`src/rtl/uart_tx_arb_pkg.sv`:
```
// rtl/uart_tx_arb_pkg.sv - shared state encodings for the UART TX arbiter
package uart_tx_arb_pkg;

    localparam int DATA_W = 8;

    typedef enum logic [1:0] {
        IDLE      = 2'd0,
        ISSUE     = 2'd1,
        WAIT_BUSY = 2'd2,
        WAIT_DONE = 2'd3
    } arb_state_t;

endpackage

```
`src/rtl/uart_tx_arb_if.sv`:
```
// rtl/uart_tx_arb_if.sv - requester and UART TX controller handshake bundle
interface uart_tx_arb_if #(
    parameter int N_REQ = 4
);
    logic [N_REQ-1:0]   req;
    logic [8*N_REQ-1:0] req_data;
    logic [N_REQ-1:0]   ack;
    logic               tx_send;
    logic [7:0]         tx_data;
    logic               tx_ready;

    modport master (
        output req, req_data, tx_ready,
        input  ack, tx_send, tx_data
    );

    modport slave (
        input  req, req_data, tx_ready,
        output ack, tx_send, tx_data
    );
endinterface

```
`src/rtl/uart_tx_arb_rr_pick.sv`:
```
// rtl/uart_tx_arb_rr_pick.sv - rotate-priority encoder searching upward from last+1
module rr_pick #(
    parameter int N_REQ = 4,
    parameter int IDX_W = 2
) (
    input  logic [N_REQ-1:0] req,
    input  logic [IDX_W-1:0] last,
    output logic             valid,
    output logic [IDX_W-1:0] idx
);

    // Walk candidates from farthest to nearest so the nearest set bit after last wins;
    // last itself is the final (lowest-priority) candidate.
    always_comb begin
        valid = 1'b0;
        idx   = '0;
        for (int k = N_REQ; k >= 1; k--) begin
            if (req[(int'(last) + k) % N_REQ]) begin
                valid = 1'b1;
                idx   = IDX_W'((int'(last) + k) % N_REQ);
            end
        end
    end

endmodule

```
`src/rtl/uart_tx_arb.sv`:
```
// rtl/uart_tx_arb.sv - round-robin arbiter sharing one UART TX controller
module uart_tx_arb
    import uart_tx_arb_pkg::*;
#(
    parameter int N_REQ   = 4,
    parameter int IDX_W   = 2,
    parameter int BUSY_TO = 8
) (
    input  logic             CLK,
    input  logic             RSTN,
    uart_tx_arb_if.slave     bus,
    output logic             busy,
    output logic [IDX_W-1:0] gnt_id,
    output logic             err
);

    localparam int CNT_W = $clog2(BUSY_TO + 1);

    arb_state_t         state, state_d;
    logic [CNT_W-1:0]   cnt, cnt_d;
    logic               tx_send_q, tx_send_d;
    logic [7:0]         tx_data_q, tx_data_d;
    logic [N_REQ-1:0]   ack_q, ack_d;
    logic [IDX_W-1:0]   gnt_q, gnt_d;
    logic               err_q, err_d;
    logic               pick_valid;
    logic [IDX_W-1:0]   pick_idx;

    rr_pick #(
        .N_REQ (N_REQ),
        .IDX_W (IDX_W)
    ) u_pick (
        .req   (bus.req),
        .last  (gnt_q),
        .valid (pick_valid),
        .idx   (pick_idx)
    );

    // State and registered outputs; reset abandons any in-flight byte without an ack.
    always_ff @(posedge CLK or negedge RSTN) begin
        if (!RSTN) begin
            state     <= IDLE;
            cnt       <= '0;
            tx_send_q <= 1'b0;
            tx_data_q <= '0;
            ack_q     <= '0;
            gnt_q     <= IDX_W'(N_REQ - 1);
            err_q     <= 1'b0;
        end else begin
            state     <= state_d;
            cnt       <= cnt_d;
            tx_send_q <= tx_send_d;
            tx_data_q <= tx_data_d;
            ack_q     <= ack_d;
            gnt_q     <= gnt_d;
            err_q     <= err_d;
        end
    end

    // Next state: grant only from IDLE with the transmitter idle, then follow ready
    // through a full low/high cycle before the next grant.
    always_comb begin
        state_d   = state;
        cnt_d     = cnt;
        tx_send_d = 1'b0;
        tx_data_d = tx_data_q;
        ack_d     = '0;
        gnt_d     = gnt_q;
        err_d     = err_q;
        case (state)
            IDLE: begin
                if (bus.tx_ready && pick_valid) begin
                    tx_data_d       = bus.req_data[8*int'(pick_idx) +: 8];
                    tx_send_d       = 1'b1;
                    ack_d[pick_idx] = 1'b1;
                    gnt_d           = pick_idx;
                    state_d         = ISSUE;
                end
            end
            ISSUE: begin
                cnt_d   = '0;
                state_d = WAIT_BUSY;
            end
            WAIT_BUSY: begin
                if (!bus.tx_ready) begin
                    state_d = WAIT_DONE;
                end else if (cnt == CNT_W'(BUSY_TO - 1)) begin
                    err_d   = 1'b1;
                    state_d = IDLE;
                end else begin
                    cnt_d = cnt + 1'b1;
                end
            end
            WAIT_DONE: begin
                if (bus.tx_ready) begin
                    state_d = IDLE;
                end
            end
            default: state_d = IDLE;
        endcase
    end

    assign bus.tx_send = tx_send_q;
    assign bus.tx_data = tx_data_q;
    assign bus.ack     = ack_q;
    assign gnt_id      = gnt_q;
    assign err         = err_q;
    assign busy        = (state != IDLE);

endmodule

```
`src/flat_wrapper.sv`:
```
// flat-port wrapper written by rule: the top's interface ports become plain ports
module uart_tx_arb_flat import uart_tx_arb_pkg::*;
#(
    parameter int N_REQ   = 4,
    parameter int IDX_W   = 2,
    parameter int BUSY_TO = 8
)
  (CLK, RSTN, busy, gnt_id, err, bus_req, bus_req_data, bus_tx_ready, bus_ack, bus_tx_send, bus_tx_data);
  uart_tx_arb_if #(.N_REQ(N_REQ)) bus_i ();
  input  logic CLK;
  input  logic RSTN;
  output logic busy;
  output logic [IDX_W-1:0] gnt_id;
  output logic err;
  input wire logic [$bits(bus_i.req)-1:0] bus_req;
  input wire logic [$bits(bus_i.req_data)-1:0] bus_req_data;
  input wire logic [$bits(bus_i.tx_ready)-1:0] bus_tx_ready;
  output wire logic [$bits(bus_i.ack)-1:0] bus_ack;
  output wire logic [$bits(bus_i.tx_send)-1:0] bus_tx_send;
  output wire logic [$bits(bus_i.tx_data)-1:0] bus_tx_data;
  assign bus_i.req = bus_req;
  assign bus_i.req_data = bus_req_data;
  assign bus_i.tx_ready = bus_tx_ready;
  assign bus_ack = bus_i.ack;
  assign bus_tx_send = bus_i.tx_send;
  assign bus_tx_data = bus_i.tx_data;
  uart_tx_arb #(.N_REQ(N_REQ), .IDX_W(IDX_W), .BUSY_TO(BUSY_TO)) u_core (.CLK(CLK), .RSTN(RSTN), .bus(bus_i), .busy(busy), .gnt_id(gnt_id), .err(err));
endmodule
```
`config.mk`:
```
export PLATFORM = sky130hd
export DESIGN_NAME = uart_tx_arb_flat
export DESIGN_NICKNAME = d
export VERILOG_FILES = /design/src/rtl/uart_tx_arb_pkg.sv /design/src/rtl/uart_tx_arb_if.sv /design/src/rtl/uart_tx_arb_rr_pick.sv /design/src/rtl/uart_tx_arb.sv /design/src/flat_wrapper.sv
export SDC_FILE = /design/constraint.sdc
export NUM_CORES = 1
export LEC_CHECK = 0
export CORE_ASPECT_RATIO = 1.5
export CORE_MARGIN = 1.5
export CORE_UTILIZATION = 44
export DETAILED_ROUTE_END_ITERATION = 16
export PLACE_DENSITY = 0.85
export SYNTH_ARGS = -nofsm -noshare
export SYNTH_HDL_FRONTEND = slang
export SYNTH_HIERARCHICAL = 1
export SYNTH_SLANG_ARGS = --single-unit
```
`constraint.sdc`:
```
create_clock -name CLK -period 5.79 [get_ports CLK]
set_clock_uncertainty 0.2 [all_clocks]
set_input_delay 1.158 -clock CLK [delete_from_list [all_inputs] [get_ports CLK]]
set_output_delay 1.158 -clock CLK [all_outputs]
set_load 0.01 [all_outputs]
```
After elaboration in Yosys (flattened, before gate mapping):

Cells that the tools add are included.

* memories: 0
* ROM bits: 0
* bits in latches: 0
* memory bits (writable): 0
* register bits: 22

* div/mod/pow operators: 0
* multiply operators: 0
* shift operators: 1
* muxes and demuxes: 34
* reduce and logical (&&, ||, !) cells: 13
* $lt $le $gt $ge: 6
* eq/ne operators: 9
* add/subtract/negate cells: 5
* bitwise gates (word level): 4

Operators by type and width (number)
* 32-bit by 6-bit variable part select with 8-bit output: 1
* 3-bit by 4-bit less-than comparator with 1-bit output, second input constant: 4
* 2-bit two-way mux: 8
* 4-bit two-way mux: 4
* 1-bit two-way mux: 15
* 3-bit AND reduction: 3
* 1-bit binary-select mux with 2-bit select: 4
* 2-bit case mux with 4 select lines: 1
* 4-bit case mux with 2 select lines: 1
* 2-bit OR reduction: 4
* 2-bit != test, second input constant: 3
* 2-bit by 1-bit adder with 2-bit output, second input constant: 2
* 2-bit adder, second input constant: 2
* 4-bit by 1-bit adder with 4-bit output, second input constant: 1
* 1-bit bitwise AND, first input constant: 4
* 2-bit == test, second input constant: 2
* 4-bit by 3-bit == test with 1-bit output, second input constant: 1
* 2-bit nonzero test: 2
* 2-bit by 3-bit less-than comparator with 1-bit output, second input constant: 1
* 3-bit by 2-bit != test with 1-bit output, second input constant: 1
* 1-bit demux with 2-bit select: 1
* 2-bit by 1-bit == test with 1-bit output, second input constant: 1
* 2-bit by 1-bit >= comparator with 1-bit output, second input constant: 1
* 1-bit logical AND: 2
* 3 further kinds: 3

Logic depth before layout (Yosys ltp):

Gate-level depths: netlist (run 1).

* depth in word-level cells: 16
* mapped depth: 7
* depth with buffers taken out: 5

Hierarchy:

The synthesis (run 1) kept the hierarchy.

By module, submodules not included
* uart_tx_arb: sequential area each 553.0 um^2, area each 1108.6 um^2, times used 1, cells each 78
* rr_pick: sequential area each 0.0 um^2, area each 91.3 um^2, times used 1, cells each 14

Worst setup path after synthesis (run 1):

OpenSTA, ideal clock, no wires.

* path type: input to register
* from: input bus_req[2]
* to: register u_core.tx_data_q[4] (netlist: u_core/bus.tx_data[4])
* setup slack: 2.881 ns
* data required time: 5.465 ns
* arrival time: 2.584 ns
* library setup time: 0.125 ns
* path buffers: 1
* stages: 6
* cells stage by stage: and2b_1 -> a21oi_2 -> o221ai_2 -> buf_6 -> mux4_2 -> mux2_4

* elaborated cells on any way between the ends: 23

RTL lines
* start: declaration: RTL line flat_wrapper.sv:15 `input wire logic [$bits(bus_i.req)-1:0] bus_req;`
* 1-bit binary-select mux with 2-bit select: RTL line uart_tx_arb_rr_pick.sv:18 `if (req[(int'(last) + k) % N_REQ]) begin`
* 1-bit two-way mux (implied by the code) (2 in a row): RTL line uart_tx_arb_rr_pick.sv:18
* 2-bit two-way mux (3 in a row): RTL line uart_tx_arb_rr_pick.sv:18
* 2-bit two-way mux *: RTL line uart_tx_arb_rr_pick.sv:18
* net u_core.pick_idx[0]: RTL line uart_tx_arb.sv:27 `logic [IDX_W-1:0] pick_idx;`
* 32-bit by 6-bit variable part select with 8-bit output *: RTL line uart_tx_arb.sv:73 `tx_data_d = bus.req_data[8*int'(pick_idx) +: 8];`
* end signal: assignment: RTL line uart_tx_arb.sv:53 `tx_data_q <= tx_data_d;`
* end: declaration: RTL line uart_tx_arb.sv:22 `logic [7:0] tx_data_q, tx_data_d;`

Mark *: on every way through the listed nets, which the timed path passes. The rest lies on a longest branch. The select of a mux whose other input is x is not followed.
A chain may end at the register's enable or synchronous reset.

Worst setup path after layout (run 1):

* from: input bus_req[3]
* to: register u_core.tx_data_q[0] (netlist: u_core/bus.tx_data[0])

Same word-level chain as after synthesis.

==> results of run 1 <==
## cell usage in the layout (no fill, tap or decap), drive strengths merged
| cell | Yosys | layout |
|---|---|---|
| clkdlybuf4s50 | 0 | 55 |
| dfrtp | 20 | 20 |
| mux2 | 9 | 9 |
| mux4 | 8 | 8 |
| inv | 6 | 6 |
| nand2b | 5 | 5 |
| a21oi | 5 | 5 |
| clkbuf | 1 | 4 |
| nor2 | 4 | 4 |
| o21ai | 4 | 4 |
| nand2 | 3 | 3 |
| o211ai | 3 | 3 |
| a31oi | 2 | 2 |
| nand3b | 2 | 2 |
| nand3 | 2 | 2 |
| dfstp | 2 | 2 |
| and3b | 2 | 2 |
| and4bb | 1 | 1 |
| nor3b | 1 | 1 |
| and3 | 1 | 1 |
| nor3 | 1 | 1 |
| o31ai | 1 | 1 |
| o21bai | 1 | 1 |
| a21o | 1 | 1 |
| ha | 1 | 1 |
| and2b | 1 | 1 |
| mux2i | 1 | 1 |
| o221ai | 1 | 1 |
## state kept, by name (all words and copies together) (netlist names)
signal	flops
u_core/bus.ack	4
u_core/bus.tx_data	8
u_core/bus.tx_send	1
u_core/cnt	4
u_core/err	1
u_core/gnt_id	2
u_core/state	2
## how the worst max path moves through the flow
stage	startpoint	endpoint	slack, ps	depth (start not counted)
after global placement	bus_req[3]	u_core/bus.tx_data[1]	2060	6
final	bus_req[3]	u_core/bus.tx_data[0]	2270	6
after floorplan	bus_req[2]	u_core/bus.tx_data[4]	2880	6
after detailed placement	bus_req[3]	u_core/bus.tx_data[0]	1980	6
after CTS	bus_req[3]	u_core/bus.tx_data[0]	2240	6
after global routing	bus_req[3]	u_core/bus.tx_data[7]	2110	6
## metal layers
metal	vias to the layer above	track usage, %	wire length, um
met4	0	6.62	29
met2	31	34.5	1520
met3	2	2.71	115
li1	455	-	-
met1	490	24.1	1080
met5	-	0	0
## kinds of logic after synthesis
logic type / count (synthesis) / synth area share (%)
AND/OR/NAND/NOR: 23 / 11.8
flip-flops: 22 / 46.1
AO/OA/AOI/OAI: 18 / 10.1
multiplexers: 18 / 26.8
buffers and inverters: 10 / 4.17
adder cells (fa/ha/maj): 1 / 1.04
## final cells by class
| cell class | count | area share, % |
|---|---|---|
| clock buffer | 4 | 3.02 |
| inverter | 6 | 1.23 |
| multi-input combinational | 60 | 32.7 |
| sequential | 22 | 30.3 |
| tap | 37 | 2.54 |
| timing repair buffer | 55 | 30.2 |
## power groups by stage
stage | logic, W | registers (W) | clock network, W
floorplan | 0.000196 | 0.000273 | 0
global placement | 0.000343 | 0.000258 | 0
detailed placement | 0.000356 | 0.000261 | 0
CTS | 0.000356 | 0.000259 | 0.000110
global route | 0.000380 | 0.000268 | 0.000118
finish | 0.000353 | 0.000259 | 0.000108
## cell usage after synthesis (all sizes together) (3+ instances only)
cell type / count / share of area (%)
a21oi: 5 / 2.4
buf: 3 / 2.0
dfrtp: 20 / 42
inv: 6 / 1.9
mux2: 9 / 10
mux4: 8 / 16
nand2: 3 / 0.94
nand2b: 5 / 2.6
nor2: 4 / 1.3
o211ai: 3 / 1.9
o21ai: 4 / 1.7
## critical path, stage by stage
cell	delay, ps
clkdlybuf4s50_1	530
and2b_1	190
a21oi_2	50
o221ai_2	640
mux4_1	640
mux2_2	270
## through the flow
step	setup WS (ps)	instances	utilization (%)
2_1_floorplan	2880	92	-
3_3_place_gp	2060	180	67.6
3_5_place_dp	1980	180	67.6
4_1_cts	2240	184	69.7
5_1_grt	2110	184	69.7
6_report	2270	184	69.7
==> flow_summary.json, run 1 <==
{
  "fmaxAchievable_mhz": 284,
  "netSwitchingFraction_pct": 31.4,
  "power-per-cell-area_nw_per_um2": 394,
  "finalMaxSlewViolations": 0,
  "gp_congestion": 0.737,
  "clock_latency_ps": 260,
  "status": "finished clean",
  "maxCapViolCount": 0,
  "die-width_um": 45.6,
  "cts_tree": "done",
  "cts_num_sinks": 22,
  "ys_seq_area_share_pct": 46.1,
  "grt_setup_unrepaired": "no",
  "postCtsHoldBufs": 0,
  "diodes": 0,
  "clk_pin_slew_ps": 80,
  "totalWireLength_um": 2750,
  "core.rowCount": 23,
  "avgSynthCellArea_um2": 13.0,
  "p_int_w": 0.000493,
  "synth_ff_type": "dfrtp_1",
  "start_kind": "input pin",
  "synth_edf_count": 0,
  "synth_cell_type_count": 34,
  "timing.setup.tns_ps": 0,
  "wl_per_cell_um": 14.9,
  "power.share.sequential_pct": 36.0,
  "clockRootBuffer": "clkbuf_8",
  "end_kind": "register",
  "crit_type": "input pin to register",
  "drt-initial-drc-count": 12,
  "grt_pass1_wl_um": 4460,
  "setup_viol": 0,
  "cts-buffers-inserted": 3,
  "multi_input_area_um2": 597,
  "rr_worst_depth": 5,
  "holdPathEnd": "u_core/err",
  "via_count": 978,
  "reg2reg_from": "u_core/gnt_id[1]",
  "power.ir.vdd_worst_mv": 0.292,
  "grt_max_degree": 23,
  "min-delay-start": "u_core/err",
  "cts_htree_levels": 1,
  "fin_total_pwr_w": 0.000720,
  "relSlewSlack_pct": 31.7,
  "start_util_pct": 45.8,
  "seq_area_um2": 553,
  "drc": 0,
  "yosysWarnings": 6,
  "gr-total-overflow": 0,
  "hold_path_class": "register to register",
  "core_area_um2": 2620,
  "comb_power_share_pct": 49.1,
  "rrSetupSlack_ps": 3130,
  "hold_slack_ps": 278,
  "io_pins": 56,
  "firstDrtPassIters": 4,
  "area_growth_pct": 52.0,
  "tightest_slew_ps": 1020,
  "p_leak_nw": 0.763,
  "post_drt_via_cell_ratio": 5.32,
  "pwr-share-clk_pct": 15.0,
  "die_area_um2": 3060,
  "rr_endpoint": "u_core/bus.tx_data[0]",
  "antenna_found_initial": 0,
  "post-cts-setup-buffer-count": 0,
  "port_buffers": 55,
  "drive_gt1_share_pct": 16.3,
  "fin_area_um2": 1820,
  "critPathRequiredTime_ps": 5730,
  "critPathArrivalTime_ps": 3470,
  "ant_nets": 0,
  "power_switching_w": 0.000226,
  "grt_pass1_vias": 982,
  "syn_nets": 132,
  "post_cts_resized": 0,
  "die_y_um": 67.0,
  "min_period_ps": 3520,
  "post_dp_cell_area_um2": 1770,
  "hold_viol_final": 0,
  "clockBufferDepth": 2,
  "grtUsageTotal_pct": 19.8,
  "synthArstFlopShare_pct": 100,
  "worstHoldPathCells": 1,
  "fin_crit_sh_pct": 60.8,
  "n_fill_cell": 197,
  "syn_inst": 92,
  "synth_area_um2": 1200,
  "yosys_register_bits": 22,
  "layout.nets": 188,
  "cp_max_fo": 13,
  "hpwl_um": 2180
}
No activity file was read; power rests on OpenSTA's default activity.
==> run 2, diff against run 1 <==
Settings changed: CORE_UTILIZATION 44 to 37, PLACE_DENSITY 0.85 to 0.76.
Clock period 5.79 ns to 3.17 ns, I/O delays scaled along.
==> run 2 against run 1 <==
- setup slack got worse by 1800 ps
- clock power increased by 140%
- hold slack improved by 6.4 ps
- highest routed layer unchanged
- critical endpoint is now u_core/bus.tx_data[7]
- first-iteration DRC count unchanged
- final cell count increased by 3.8%
- global-route usage decreased by 3.1 points
==> flow_summary.json, run 2 (synthesized netlist as in run 1, its figures left out) <==
{
  "start_util_pct": 38.4,
  "path_delay_family": "multiplexers",
  "fin_crit_sh_pct": 84.4,
  "relSlewSlack_pct": 81.2,
  "reg2reg_from": "u_core/gnt_id[1]",
  "fmaxAchievable_mhz": 374,
  "cts_htree_levels": 1,
  "hold_viol_final": 0,
  "path_cells": "clkdlybuf4s50_1 -> and2b_1 -> a21oi_2 -> o221ai_2 -> buf_4 -> mux4_1 -> mux2_2",
  "clockBufferDepth": 2,
  "timing.setup.tns_ps": 0,
  "fin_total_pwr_w": 0.00141,
  "min_period_ps": 2670,
  "layout_common_cells": "clkdlybuf4s50_1, dfrtp_1, inv_1",
  "finalMaxSlewViolations": 0,
  "drive_gt1_share_pct": 18.5,
  "grt_pass1_wl_um": 4640,
  "crit_type": "input pin to register",
  "io_pins": 56,
  "maxCapViolCount": 0,
  "slowest_delay_ps": 560,
  "port_buffers": 55,
  "clk_pin_slew_ps": 80,
  "die_area_um2": 3600,
  "cts_tree": "done",
  "die_y_um": 72.7,
  "antenna_found_initial": 0,
  "multi_input_area_um2": 597,
  "drc": 0,
  "setup_viol": 0,
  "largest_reg_flops": 8,
  "cp_max_fo": 13,
  "drt-initial-drc-count": 12,
  "post_drt_via_cell_ratio": 5.18,
  "p_leak_nw": 0.789,
  "grt_setup_unrepaired": "no",
  "core.rowCount": 25,
  "clock_latency_ps": 260,
  "post_cts_resized": 0,
  "grtUsageTotal_pct": 16.7,
  "ant_nets": 0,
  "critPathRequiredTime_ps": 3120,
  "critPathBufInv": 2,
  "cts_num_sinks": 22,
  "final_common_cell": "clkdlybuf4s50_1",
  "grt_pass1_vias": 1060,
  "start_kind": "input pin",
  "gp_congestion": 0.759,
  "crit_slowest_cell": "mux4_1",
  "grt_max_degree": 23,
  "clockRootBuffer": "clkbuf_8",
  "postCtsHoldBufs": 0,
  "diodes": 0,
  "startpoint": "bus_req[3]",
  "seq_area_um2": 553,
  "die-width_um": 49.5,
  "end_kind": "register",
  "gr-total-overflow": 0,
  "wl_per_cell_um": 15.1,
  "hold_path_class": "register to register",
  "n_fill_cell": 266,
  "layout.nets": 192,
  "power.ir.vdd_worst_mv": 0.447,
  "min-delay-start": "u_core/err",
  "post-cts-setup-buffer-count": 0,
  "core_area_um2": 3130,
  "critPathArrivalTime_ps": 2620,
  "power-per-cell-area_nw_per_um2": 750,
  "totalWireLength_um": 2880,
  "tightest_slew_ps": 281,
  "hold_slack_ps": 284,
  "firstDrtPassIters": 4,
  "hpwl_um": 2220,
  "status": "finished clean",
  "area_growth_pct": 56.2,
  "via_count": 989,
  "cts-buffers-inserted": 3
}
## run 2: area by class of cell
type / instances / share of cell area, %
clock inverters: 1 / 1.60
multi-input cells: 60 / 31.8
clock buffers: 3 / 2.20
inverters: 6 / 1.20
repair buffers: 59 / 31.0
well taps: 40 / 2.67
flip-flops and latches: 22 / 29.5
## run 2: metal layers
metal | track usage, % | routed length (um)
met2 | 32.0 | 1670
met4 | 5.25 | 9
met5 | 0 | 0
met1 | 18.9 | 1090
met3 | 2.25 | 109
## run 2: worst register-to-register path, delay by kind of cell (launching register included)
kind	cells	cell delay, ps
buffers and inverters	1	250
multiplexers	2	840
AND/OR/NAND/NOR	1	140
flip-flops	1	610
AO/OA/AOI/OAI	2	210
## run 2: stage by stage
stage                     utilization [%]  area (um^2)  std cells  worst slack (ps)
after global routing                 59.9         1870        191               397
after detailed placement             57.6         1800        187               206
after global placement               57.6         1800        187               268
final                                59.9         1870        191               495
after CTS                            59.9         1870        191               481
after floorplan                         -         1200         92               785
## run 2: path summary, 6_finish.rpt
path | depth (start not counted) | slack (ps) | endpoint
max in group asynchronous | 2 | 1980 | u_core/gnt_id[0]
worst min-delay path | 1 | 280 | u_core/err
worst max register to register | 6 | 800 | u_core/bus.tx_data[7]
worst max-delay path | 7 | 500 | u_core/bus.tx_data[7]
min in group asynchronous | 2 | 510 | u_core/cnt[3]
worst min register to register | 1 | 280 | u_core/err
## run 2: power breakdown
part	leakage, nW	total (W)	switching [W]	internal [W]
sequential	0.276	0.000472	0.0000811	0.000391
clock	0.0357	0.000261	0.0000928	0.000169
combinational	0.478	0.000673	0.000258	0.000415
total	0.789	0.00141	0.000431	0.000975
==> run 3, diff against run 2 <==
Clock period 3.17 ns to 2.3 ns, I/O delays scaled along.
==> run 3 against run 2 <==
- combinational power is 66% higher
- non-clock buffer count is 9 higher
- die area stayed put
- first-iteration DRC count is 140% higher
- final area is 4.5% higher
- largest cell class is now buffers
- sequential share of layout area is 1.3 points lower
- critical path type is now register to register
==> flow_summary.json, run 3 (synthesized netlist as in run 1, its figures left out) <==
{
  "die_area_um2": 3600,
  "cts_htree_levels": 1,
  "grt_pass1_vias": 1089,
  "rr_endpoint": "u_core/bus.tx_data[2]",
  "critPathRequiredTime_ps": 2250,
  "clockBufferDepth": 2,
  "io_pins": 56,
  "fmaxAchievable_mhz": 437,
  "firstDrtPassIters": 4,
  "port_buffers": 55,
  "totalWireLength_um": 3130,
  "finalMaxSlewViolations": 0,
  "grt_setup_unrepaired": "yes",
  "status": "finished clean",
  "maxUsedRoutingLayer": "met4",
  "n_fill_cell": 247,
  "p_leak_nw": 0.838,
  "end_kind": "register",
  "start_kind": "register",
  "via_count": 1032,
  "final_common_cell": "clkdlybuf4s50_1",
  "grt_max_degree": 17,
  "area_growth_pct": 63.3,
  "drive_gt1_share_pct": 26.3,
  "ant_nets": 0,
  "hold_path_class": "register to register",
  "drt-initial-drc-count": 29,
  "clock_latency_ps": 250,
  "power.ir.vdd_worst_mv": 0.720,
  "gp_congestion": 0.751,
  "worstHoldPathCells": 1,
  "holdPathEnd": "u_core/err",
  "hold_slack_ps": 284,
  "cts_num_sinks": 22,
  "hold_viol_final": 0,
  "crit_slowest_cell": "dfstp_2",
  "core.rowCount": 25,
  "hpwl_um": 2350,
  "die_y_um": 72.7,
  "largest_reg_flops": 8,
  "clk_pin_slew_ps": 80,
  "core_area_um2": 3130,
  "critPathArrivalTime_ps": 2230,
  "post_drt_via_cell_ratio": 5.16,
  "power-per-cell-area_nw_per_um2": 1020,
  "start_util_pct": 38.4,
  "antenna_found_initial": 0,
  "min-delay-start": "u_core/err",
  "layout.nets": 201,
  "postCtsHoldBufs": 0,
  "rrSetupSlack_ps": 10,
  "cts-buffers-inserted": 3,
  "tightest_slew_ps": 480,
  "wl_met2_um": 1820,
  "cp_max_fo": 4,
  "diodes": 0,
  "drc": 0,
  "maxCapViolCount": 0,
  "relSlewSlack_pct": 67.9,
  "clockRootBuffer": "clkbuf_8",
  "crit_type": "register to register",
  "die-width_um": 49.5,
  "cts_tree": "done",
  "rr_worst_depth": 6,
  "path_cells": "nand2b_4 -> a21oi_2 -> o221ai_2 -> clkbuf_16 -> mux4_2 -> mux2_4",
  "wl_met1_um": 1190,
  "slowest_delay_ps": 570,
  "layout_common_cells": "clkdlybuf4s50_1, dfrtp_1, buf_4",
  "reg2reg_from": "u_core/gnt_id[1]",
  "gr-total-overflow": 0,
  "grt_pass1_wl_um": 4930,
  "setup_viol": 0,
  "wl_per_cell_um": 15.7,
  "grtUsageTotal_pct": 17.6,
  "timing.setup.tns_ps": 0,
  "dr_wl_met3_um": 100,
  "min_period_ps": 2290,
  "fin_crit_sh_pct": 99.5
}
run 3: cell count changes in the layout (fill, tap and decap cells not counted), moves of 2 or more:
cell and change:
mux2_4 +3, mux2_2 -3, mux4_1 -3, mux4_2 +3, dlygate4sd2_1 +2, clkdlybuf4s50_1 -3, buf_4 +6
run 3: cell type report:
cell class	instances	area [um^2]	share of cell area [%]
multi-input combinational	60	609	31.1
clock buffer	4	45.0	2.30
sequential	22	553	28.2
tap	40	50.0	2.55
timing repair buffer	68	679	34.7
inverter	6	22.5	1.15
run 3: report_power, final:
part | switching, W | internal [W]
registers | 0.000107 | 0.000539
clock network | 0.000116 | 0.000123
logic | 0.000415 | 0.000706
total | 0.000638 | 0.00137
run 3: through the flow:
step                      total power [W]  std cells  cell area (um^2)  worst slack (ps)  utilization [%]
final                             0.00201        200              1960              11.6             62.6
after global routing              0.00213        200              1960             -41.0             62.6
after CTS                         0.00200        198              1940              -130             62.2
after detailed placement          0.00167        192              1870              -459             59.6
after global placement            0.00162        192              1870              -390             59.6
after floorplan                   0.00118         92              1200              11.0                -
run 3: worst max-delay path by stage:
| stage | from | to | slack [ps] | cells after the start |
|---|---|---|---|---|
| global route | bus_req[0] | u_core/bus.tx_data[0] | -40 | 8 |
| finish | u_core/gnt_id[1] | u_core/bus.tx_data[2] | 10 | 6 |
| detailed placement | bus_req[3] | u_core/bus.tx_data[7] | -460 | 7 |
| global placement | bus_req[3] | u_core/bus.tx_data[1] | -390 | 7 |
| CTS | u_core/gnt_id[1] | u_core/bus.tx_data[2] | -130 | 6 |
| floorplan | u_core/gnt_id[1] | u_core/bus.tx_data[4] | 10 | 6 |
run 3: layer usage:
metal  track usage, %  vias up
met2             33.8       34
met5                0        -
li1                 -      479
met4             4.63        0
met3             3.69        4
met1             19.5      515
run 3: worst max-delay path: cells and delay by family (launching register included):
kind / cells / cell delay [ps]
flip-flops: 1 / 570
AND/OR/NAND/NOR: 1 / 130
AO/OA/AOI/OAI: 2 / 320
multiplexers: 2 / 750
buffers and inverters: 1 / 210
run 3: timing repair:
item	4_1_cts	5_1_grt
resized for setup	8	11
cloned	1	1
setup buffers	1	2
pin swaps	2	1
setup endpoints to repair	8	8
